## src/rtl/result_tx_sequencer.sv

```systemverilog
// result_tx_sequencer: streams a captured multi-byte distance result to the
// UART transmitter, least-significant byte first. Each rising edge of
// calc_ready starts one burst. The sequencer uses a start/busy handshake with
// the UART and aborts the burst if the UART does not acknowledge in time.
module result_tx_sequencer #(
  parameter int unsigned N_BYTES     = 3,
  parameter int unsigned ACK_TIMEOUT = 16
) (
  input  logic       clk,
  input  logic       reset,
  input  logic       calc_ready,
  input  logic [7:0] aux_result [N_BYTES-1:0],
  input  logic       tx_busy,
  output logic       tx_start,
  output logic [7:0] tx_data,
  output logic       seq_busy,
  output logic       seq_done,
  output logic       seq_err,
  output logic       overrun
);

  localparam int unsigned IDX_W = (N_BYTES > 1) ? $clog2(N_BYTES) : 1;
  localparam int unsigned CNT_W = $clog2(ACK_TIMEOUT + 1);

  typedef enum logic [2:0] {
    S_IDLE      = 3'd0,
    S_ARM       = 3'd1,
    S_WAIT_ACK  = 3'd2,
    S_WAIT_DONE = 3'd3,
    S_DONE      = 3'd4
  } state_t;

  state_t           state_q, state_d;
  logic [IDX_W-1:0] idx_q, idx_d, idx_nxt_c;
  logic [CNT_W-1:0] cnt_q, cnt_d;
  logic [7:0]       buf_q [N_BYTES-1:0];
  logic             capture_c;
  logic             cr_q;
  logic             cr_vld_q;
  logic             rise_c;
  logic             tx_start_d;
  logic [7:0]       tx_data_d;
  logic             seq_err_d;
  logic             overrun_d;

  // cr_vld_q keeps a level that is already high when reset releases from
  // being mistaken for a fresh rising edge.
  assign rise_c    = calc_ready & ~cr_q & cr_vld_q;
  assign idx_nxt_c = idx_q + IDX_W'(1);

  // State register
  always_ff @(posedge clk or posedge reset) begin
    if (reset) begin
      state_q <= S_IDLE;
    end else begin
      state_q <= state_d;
    end
  end

  // Next-state and registered-output decode
  always_comb begin
    state_d    = state_q;
    idx_d      = idx_q;
    cnt_d      = cnt_q;
    capture_c  = 1'b0;
    tx_start_d = 1'b0;
    tx_data_d  = tx_data;
    seq_err_d  = 1'b0;
    overrun_d  = rise_c && (state_q != S_IDLE);

    case (state_q)
      S_IDLE: begin
        if (rise_c) begin
          capture_c = 1'b1;
          idx_d     = '0;
          tx_data_d = aux_result[0];
          state_d   = S_ARM;
        end
      end
      S_ARM: begin
        if (!tx_busy) begin
          tx_data_d  = buf_q[idx_q];
          tx_start_d = 1'b1;
          cnt_d      = '0;
          state_d    = S_WAIT_ACK;
        end
      end
      S_WAIT_ACK: begin
        if (tx_busy) begin
          state_d = S_WAIT_DONE;
        end else if (cnt_q == CNT_W'(ACK_TIMEOUT - 1)) begin
          cnt_d     = cnt_q + CNT_W'(1);
          seq_err_d = 1'b1;
          state_d   = S_IDLE;
        end else begin
          cnt_d = cnt_q + CNT_W'(1);
        end
      end
      S_WAIT_DONE: begin
        if (!tx_busy) begin
          if (idx_q == IDX_W'(N_BYTES - 1)) begin
            state_d = S_DONE;
          end else begin
            idx_d     = idx_nxt_c;
            tx_data_d = buf_q[idx_nxt_c];
            state_d   = S_ARM;
          end
        end
      end
      S_DONE: begin
        state_d = S_IDLE;
      end
      default: begin
        state_d = S_IDLE;
      end
    endcase
  end

  // Datapath, edge detector and output registers
  always_ff @(posedge clk or posedge reset) begin
    if (reset) begin
      idx_q    <= '0;
      cnt_q    <= '0;
      cr_q     <= 1'b0;
      cr_vld_q <= 1'b0;
      tx_start <= 1'b0;
      tx_data  <= '0;
      seq_busy <= 1'b0;
      seq_done <= 1'b0;
      seq_err  <= 1'b0;
      overrun  <= 1'b0;
      for (int i = 0; i < int'(N_BYTES); i++) begin
        buf_q[i] <= '0;
      end
    end else begin
      idx_q    <= idx_d;
      cnt_q    <= cnt_d;
      cr_q     <= calc_ready;
      cr_vld_q <= 1'b1;
      tx_start <= tx_start_d;
      tx_data  <= tx_data_d;
      seq_busy <= (state_d != S_IDLE);
      seq_done <= (state_d == S_DONE);
      seq_err  <= seq_err_d;
      overrun  <= overrun_d;
      if (capture_c) begin
        for (int i = 0; i < int'(N_BYTES); i++) begin
          buf_q[i] <= aux_result[i];
        end
      end
    end
  end

endmodule

```

## config.mk

```make
export PLATFORM = sky130hd
export DESIGN_NAME = result_tx_sequencer
export DESIGN_NICKNAME = d
export VERILOG_FILES = /design/src/rtl/result_tx_sequencer.sv
export SDC_FILE = /design/constraint.sdc
export NUM_CORES = 1
export LEC_CHECK = 0
export ABC_CLOCK_PERIOD_IN_PS = 2550
export CAP_MARGIN = 20
export CELL_PAD_IN_SITES_DETAIL_PLACEMENT = 0
export CELL_PAD_IN_SITES_GLOBAL_PLACEMENT = 1
export CORE_AREA = 5 5 83 85
export CTS_CLUSTER_DIAMETER = 120
export CTS_CLUSTER_SIZE = 20
export DETAILED_ROUTE_END_ITERATION = 8
export DIE_AREA = 0 0 88 90
export PLACE_DENSITY_LB_ADDON = 0.2
export SYNTH_ARGS = -nofsm -noshare
export SYNTH_HDL_FRONTEND = slang
export SYNTH_SLANG_ARGS = --single-unit
```

## constraint.sdc

```tcl
create_clock -name clk -period 2.55 [get_ports clk]
set_input_delay 0.765 -clock clk [delete_from_list [all_inputs] [get_ports clk]]
set_output_delay 0.765 -clock clk [all_outputs]
set_load 0.03 [all_outputs]
```

-- Word-level counts from Yosys, hierarchy flattened
Index checks and enable logic that the tools add are counted.
- input port bits: 28
- bits in read-only memories: 0
- bits in latches: 0
- word-level logic and storage cells: 72
- memories kept: 0
- bits in writable memories: 0
- register bits: 49
- reductions and logical operators: 10
- magnitude comparators: 2
- equality and inequality tests: 11
- multiply operators: 0
- mux-type cells: 30
- $add $sub $neg: 2
- divide/modulo/power cells: 0
- shift operators: 0
- bitwise operators: 3
- operator list (kind ; number):
    8-bit two-way mux ; 6
    8-bit binary-select mux with 2-bit select ; 2
    8-bit case mux with 3 select lines ; 1
    3-bit two-way mux ; 6
    3-bit case mux with 4 select lines ; 1
    5-bit two-way mux ; 2
    2-bit inequality test, second input constant ; 5
    5-bit case mux with 2 select lines ; 1
    3-bit nonzero test ; 3
    1-bit two-way mux ; 7
    3-bit by 2-bit equality test with 1-bit output, second input constant ; 2
    2-bit by 3-bit < comparator with 1-bit output, second input constant ; 2
    2-bit two-way mux ; 3
    5-bit by 1-bit adder with 5-bit output, second input constant ; 1
    5-bit by 4-bit equality test with 1-bit output, second input constant ; 1
    5-bit AND reduction ; 1
    2-bit case mux with 2 select lines ; 1
    4-bit AND reduction ; 1
    2-bit nonzero test ; 2
    3-bit by 1-bit equality test with 1-bit output, second input constant ; 1
    3-bit equality test, second input constant ; 1
    3-bit logical NOT ; 1
    3-bit AND reduction ; 1
    2-bit by 1-bit adder with 2-bit output, second input constant ; 1
    other kinds (4) ; 5

-- Depth between registers and ports, before layout
- word-level depth: 6
- depth in mapped cells: 8

-- Worst setup path before layout
OpenSTA, ideal clock, no wires.
- kind: register -> register
- start point: register idx_q[0]
- end point: register tx_data[0]
- library setup time: 0.136 ns
- arrival time: 1.808 ns
- period minus slack after synthesis: 1.944 ns
- stages on the path, launching flop included: 8
- slack: 0.606 ns
- buffers on the path: 2
- cell sequence: dfrtp_1 > clkbuf_1 > inv_1 > ha_1 > clkbuf_1 > mux2i_1 > o22a_1 > a41oi_2
- longest elaborated chain between the ends: 6
- ends and longest elaborated chain (item ; RTL line ; source):
    start, declared ; 34 ; logic [IDX_W-1:0] idx_q, idx_d, idx_nxt_c;
    start signal, assigned ; 136 ; idx_q <= idx_d;
    2-bit by 1-bit adder with 2-bit output ; 49 ; assign idx_nxt_c = idx_q + IDX_W'(1);
    8-bit binary-select mux with 2-bit select ; 105 ; tx_data_d = buf_q[idx_nxt_c];
    8-bit two-way mux (implied by the code) ; 105 ;
    8-bit two-way mux ; 101 ; if (idx_q == IDX_W'(N_BYTES - 1)) begin
    8-bit two-way mux ; 100 ; if (!tx_busy) begin
    8-bit case mux with 3 select lines ; 71 ; case (state_q)
    end signal, assigned ; 141 ; tx_data <= tx_data_d;
    end, declared ; 15 ; output logic [7:0] tx_data,
Several ways; a longest one is shown, not always the timed one. The select of a mux whose other input is x is not followed.
A chain may end at the register's enable or synchronous reset.

-- Worst setup path after layout
- start point: register tx_data[1]
- end point: output port tx_data[1]
No word-level cell between the ends.

==> impl_metrics.env <==
export IMPL_drt_wl_total_um=5211
export IMPL_fp_row_count=29
export IMPL_avgSynthCellArea_sq_um=11.20
export IMPL_p_int_mw=2.195
export IMPL_place_worst_setup_slack_ns=0.2347
export IMPL_cp_required_ns=1.79
export IMPL_ys_ff_latch=49
export IMPL_first_pass_iters=4
export IMPL_vdd_drop_max_mv=0.4548
export IMPL_swShare=0.3828
export IMPL_first_iter_violations=76
export IMPL_yosys_area_share_simple=0.1500
export IMPL_grt_max_degree=50
export IMPL_cts_tree="done"
export IMPL_yosysSeqAreaShare=0.4932
export IMPL_synth_area_mux_share=0.1575
export IMPL_cp_top_family="buffers and inverters"
export IMPL_antenna_found_initial=0
export IMPL_slowest_stage="clkdlybuf4s50_1"
export IMPL_finalHoldViolations=0
export IMPL_routed_via_count=1827
export IMPL_setup_ws_ns=0.4104
export IMPL_core_sq_mm=0.006132
export IMPL_yosys_warnings=0
export IMPL_areaGrowthSynthToFinish_pct=23.40
export IMPL_postSynthCellCount=222
export IMPL_rsz0062_at_grt="no"
export IMPL_power_leakage_nw=1.292
export IMPL_pwr_share_clk=0.162
export IMPL_clock_fmax_ghz=0.4674
export IMPL_worstSetupPathType="reg2out"
export IMPL_status="finished, final reports clean"
export IMPL_path_max_fanout=2
export IMPL_finalMaxSlewViolations=0
export IMPL_pwr_share_comb=0.443
export IMPL_clk_path_buf_depth=2
export IMPL_die_area_sq_mm=0.007920
export IMPL_fin_nets=294
export IMPL_synth_top_family_by_area="multiplexers"
export IMPL_cpPeakStageDelay_ns=0.68
export IMPL_setup_viol=0
export IMPL_grt_total_usage=0.1449
export IMPL_viasPerCell=5.358
export IMPL_cp_num_buf_inv=1
export IMPL_grt_pass1_wl_um=9080
export IMPL_synth_xor_area_frac=0
export IMPL_finalCriticalPeriod_ns=2.140
export IMPL_start_kind="flop"
export IMPL_root_buffer="clkbuf_8"
export IMPL_relSlewSlack=0.5989
export IMPL_cts_setup_buffers=0
export IMPL_die_h_um=90
export IMPL_fin_skew_ns=0.01260
export IMPL_syn_area_sq_mm=0.002486
export IMPL_io_pins=41
export IMPL_worstHoldPathType="reg2reg"
export IMPL_place_inst=333
export IMPL_clkLatencyLatePin_ns=0.30
export IMPL_wl_per_cell_um=15.28
export IMPL_synth_compound_area_frac=0.1349
export IMPL_clk_pin_slew_worst_paths_ns=0.09
export IMPL_start_util=0.4054
export IMPL_grt_ovfl_total=0
export IMPL_power_density_mw_per_mm2=1159
export IMPL_max_cap_violations=0
export IMPL_critPathCaptureType="output port"
export IMPL_post_dp_hpwl_um=3619
export IMPL_drcViolationCount=0
export IMPL_synth_cell_types=43
export IMPL_synth_fp_nets=253
export IMPL_cts_buffers=5
export IMPL_cts_resized=0
export IMPL_p_sw_mw=1.361
export IMPL_cts_max_level=2
export IMPL_period_share=0.8391
export IMPL_tns_ns=0
export IMPL_fin_util=0.5003
export IMPL_grt_pass1_vias=1875
export IMPL_gp_congestion=0.7151
export IMPL_die_width_um=88
export IMPL_synth_fa_ha_area_frac=0.01510
export IMPL_seqPwrFrac=0.395
export IMPL_worstMarginPinSlew_ns=0.6017
export IMPL_portBuffers=40
export IMPL_worstPathArrival_ns=1.37
export IMPL_n_antenna_cell=0
export IMPL_fillCellCount=579
export IMPL_path_cells="clkdlybuf4s50_1"
export IMPL_stdcell_count=341
export IMPL_clock_sinks=49
export IMPL_drive_above_1_share=0.1894
export IMPL_antenna_left=0
export IMPL_cts_hold_buffers_added=0
[power by group through the flow]
stage / Combinational [mW] / Clock (mW) / Sequential [mW]
after floorplan: 1.12 / 0 / 1.43
after global placement: 1.57 / 0 / 1.41
after detailed placement: 1.59 / 0 / 1.42
after CTS: 1.60 / 0.599 / 1.41
after global routing: 1.75 / 0.625 / 1.46
final: 1.57 / 0.577 / 1.40
[metal layers]
layer | part of all wire | GRT usage | vias to the layer above
met4 | 0.011 | 0.03453 | 0
li1 | - | - | 879
met1 | 0.46 | 0.1965 | 906
met3 | 0.046 | 0.03839 | 7
met2 | 0.49 | 0.2293 | 35
met5 | 0 | 0 | -
[layout by cell type (no fill, tap or decap), types with 3 or more instances in the layout]
| master | Yosys | layout |
|---|---|---|
| a41oi_2 | 4 | 4 |
| o22a_1 | 5 | 5 |
| clkbuf_8 | 0 | 6 |
| mux2i_1 | 11 | 11 |
| nor3_1 | 6 | 6 |
| nand2_1 | 22 | 22 |
| inv_1 | 4 | 3 |
| dfrtp_1 | 49 | 49 |
| buf_4 | 3 | 7 |
| ha_1 | 3 | 3 |
| nand3_1 | 5 | 5 |
| a21oi_1 | 12 | 12 |
| o21ai_0 | 11 | 11 |
| nor2_1 | 14 | 14 |
| nand4_1 | 4 | 4 |
| mux2_2 | 23 | 23 |
| clkdlybuf4s50_1 | 0 | 40 |
[worst paths after layout]
path | start | endpoint | slack, ns | depth (start not counted)
setup reg to reg | state_q[0] | tx_data[4] | 0.67 | 4
min in group asynchronous | reset | buf_q[17] | 0.81 | 3
setup / recovery | tx_data[1] | tx_data[1] | 0.41 | 1
hold / removal | buf_q[22] | buf_q[22] | 0.50 | 1
max in group asynchronous | reset | tx_start | 1.50 | 3
hold reg to reg | buf_q[22] | buf_q[22] | 0.50 | 1
[layout make-up]
type,count,area [sq um],share of cell area
repair buffers,48,473.0,0.1542
multi-input cells,155,1141,0.3719
flip-flops and latches,49,1226,0.3997
well taps,77,96.34,0.03140
clock buffers,7,86.33,0.02814
clock inverters,1,30.03,0.009788
inverters,4,15.01,0.004894
[cell usage after synthesis, drive strengths merged]
cell type  number  area share
a21oi          13       0.031
a22o            2      0.0070
a22oi           2      0.0060
a2bb2oi         1      0.0035
a31o            2      0.0070
a31oi           2      0.0050
a41o            1      0.0040
a41oi           4       0.026
and2b           1      0.0030
and3            2      0.0050
and3b           2      0.0070
buf            10       0.036
clkbuf          4      0.0060
conb            1      0.0015
dfrtp          49        0.49
ha              3       0.015
inv             4      0.0060
mux2           25        0.11
mux2i          11       0.044
nand2          23       0.038
nand2b          1      0.0025
nand3           5       0.010
nand3b          2      0.0060
nand4           4       0.010
nand4b          1      0.0035
nor2           14       0.021
nor2b           2      0.0050
nor3            7       0.019
nor3b           2      0.0081
nor4            1      0.0025
o21ai          11       0.022
o22a            5       0.018
o22ai           1      0.0025
o31ai           1      0.0030
or3             2      0.0050
or3b            1      0.0045
[flip-flops by register name (all words and copies together), names as in the netlist]
signal / cells
tx_data: 8
seq_err: 1
idx_q: 2
seq_done: 1
cr_vld_q: 1
seq_busy: 1
state_q: 3
buf_q: 24
cnt_q: 5
cr_q: 1
overrun: 1
tx_start: 1
[metrics by stage]
stage | area, sq um | total power, mW | hold WS [ns]
after floorplan | 2486 | 2.546 | 0.4577
after global placement | 2952 | 2.980 | 0.4823
after detailed placement | 2952 | 3.014 | 0.4876
after CTS | 3068 | 3.601 | 0.5093
after global routing | 3068 | 3.840 | 0.5273
final | 3068 | 3.556 | 0.4997
[kinds of logic after synthesis]
group                    count (synthesis)
AO/OA/AOI/OAI                           45
adder cells (fa/ha/maj)                  3
buffers and inverters                   18
flip-flops                              49
multiplexers                            36
other                                    1
AND/OR/NAND/NOR                         70
Power figures use the tool's default switching activity.
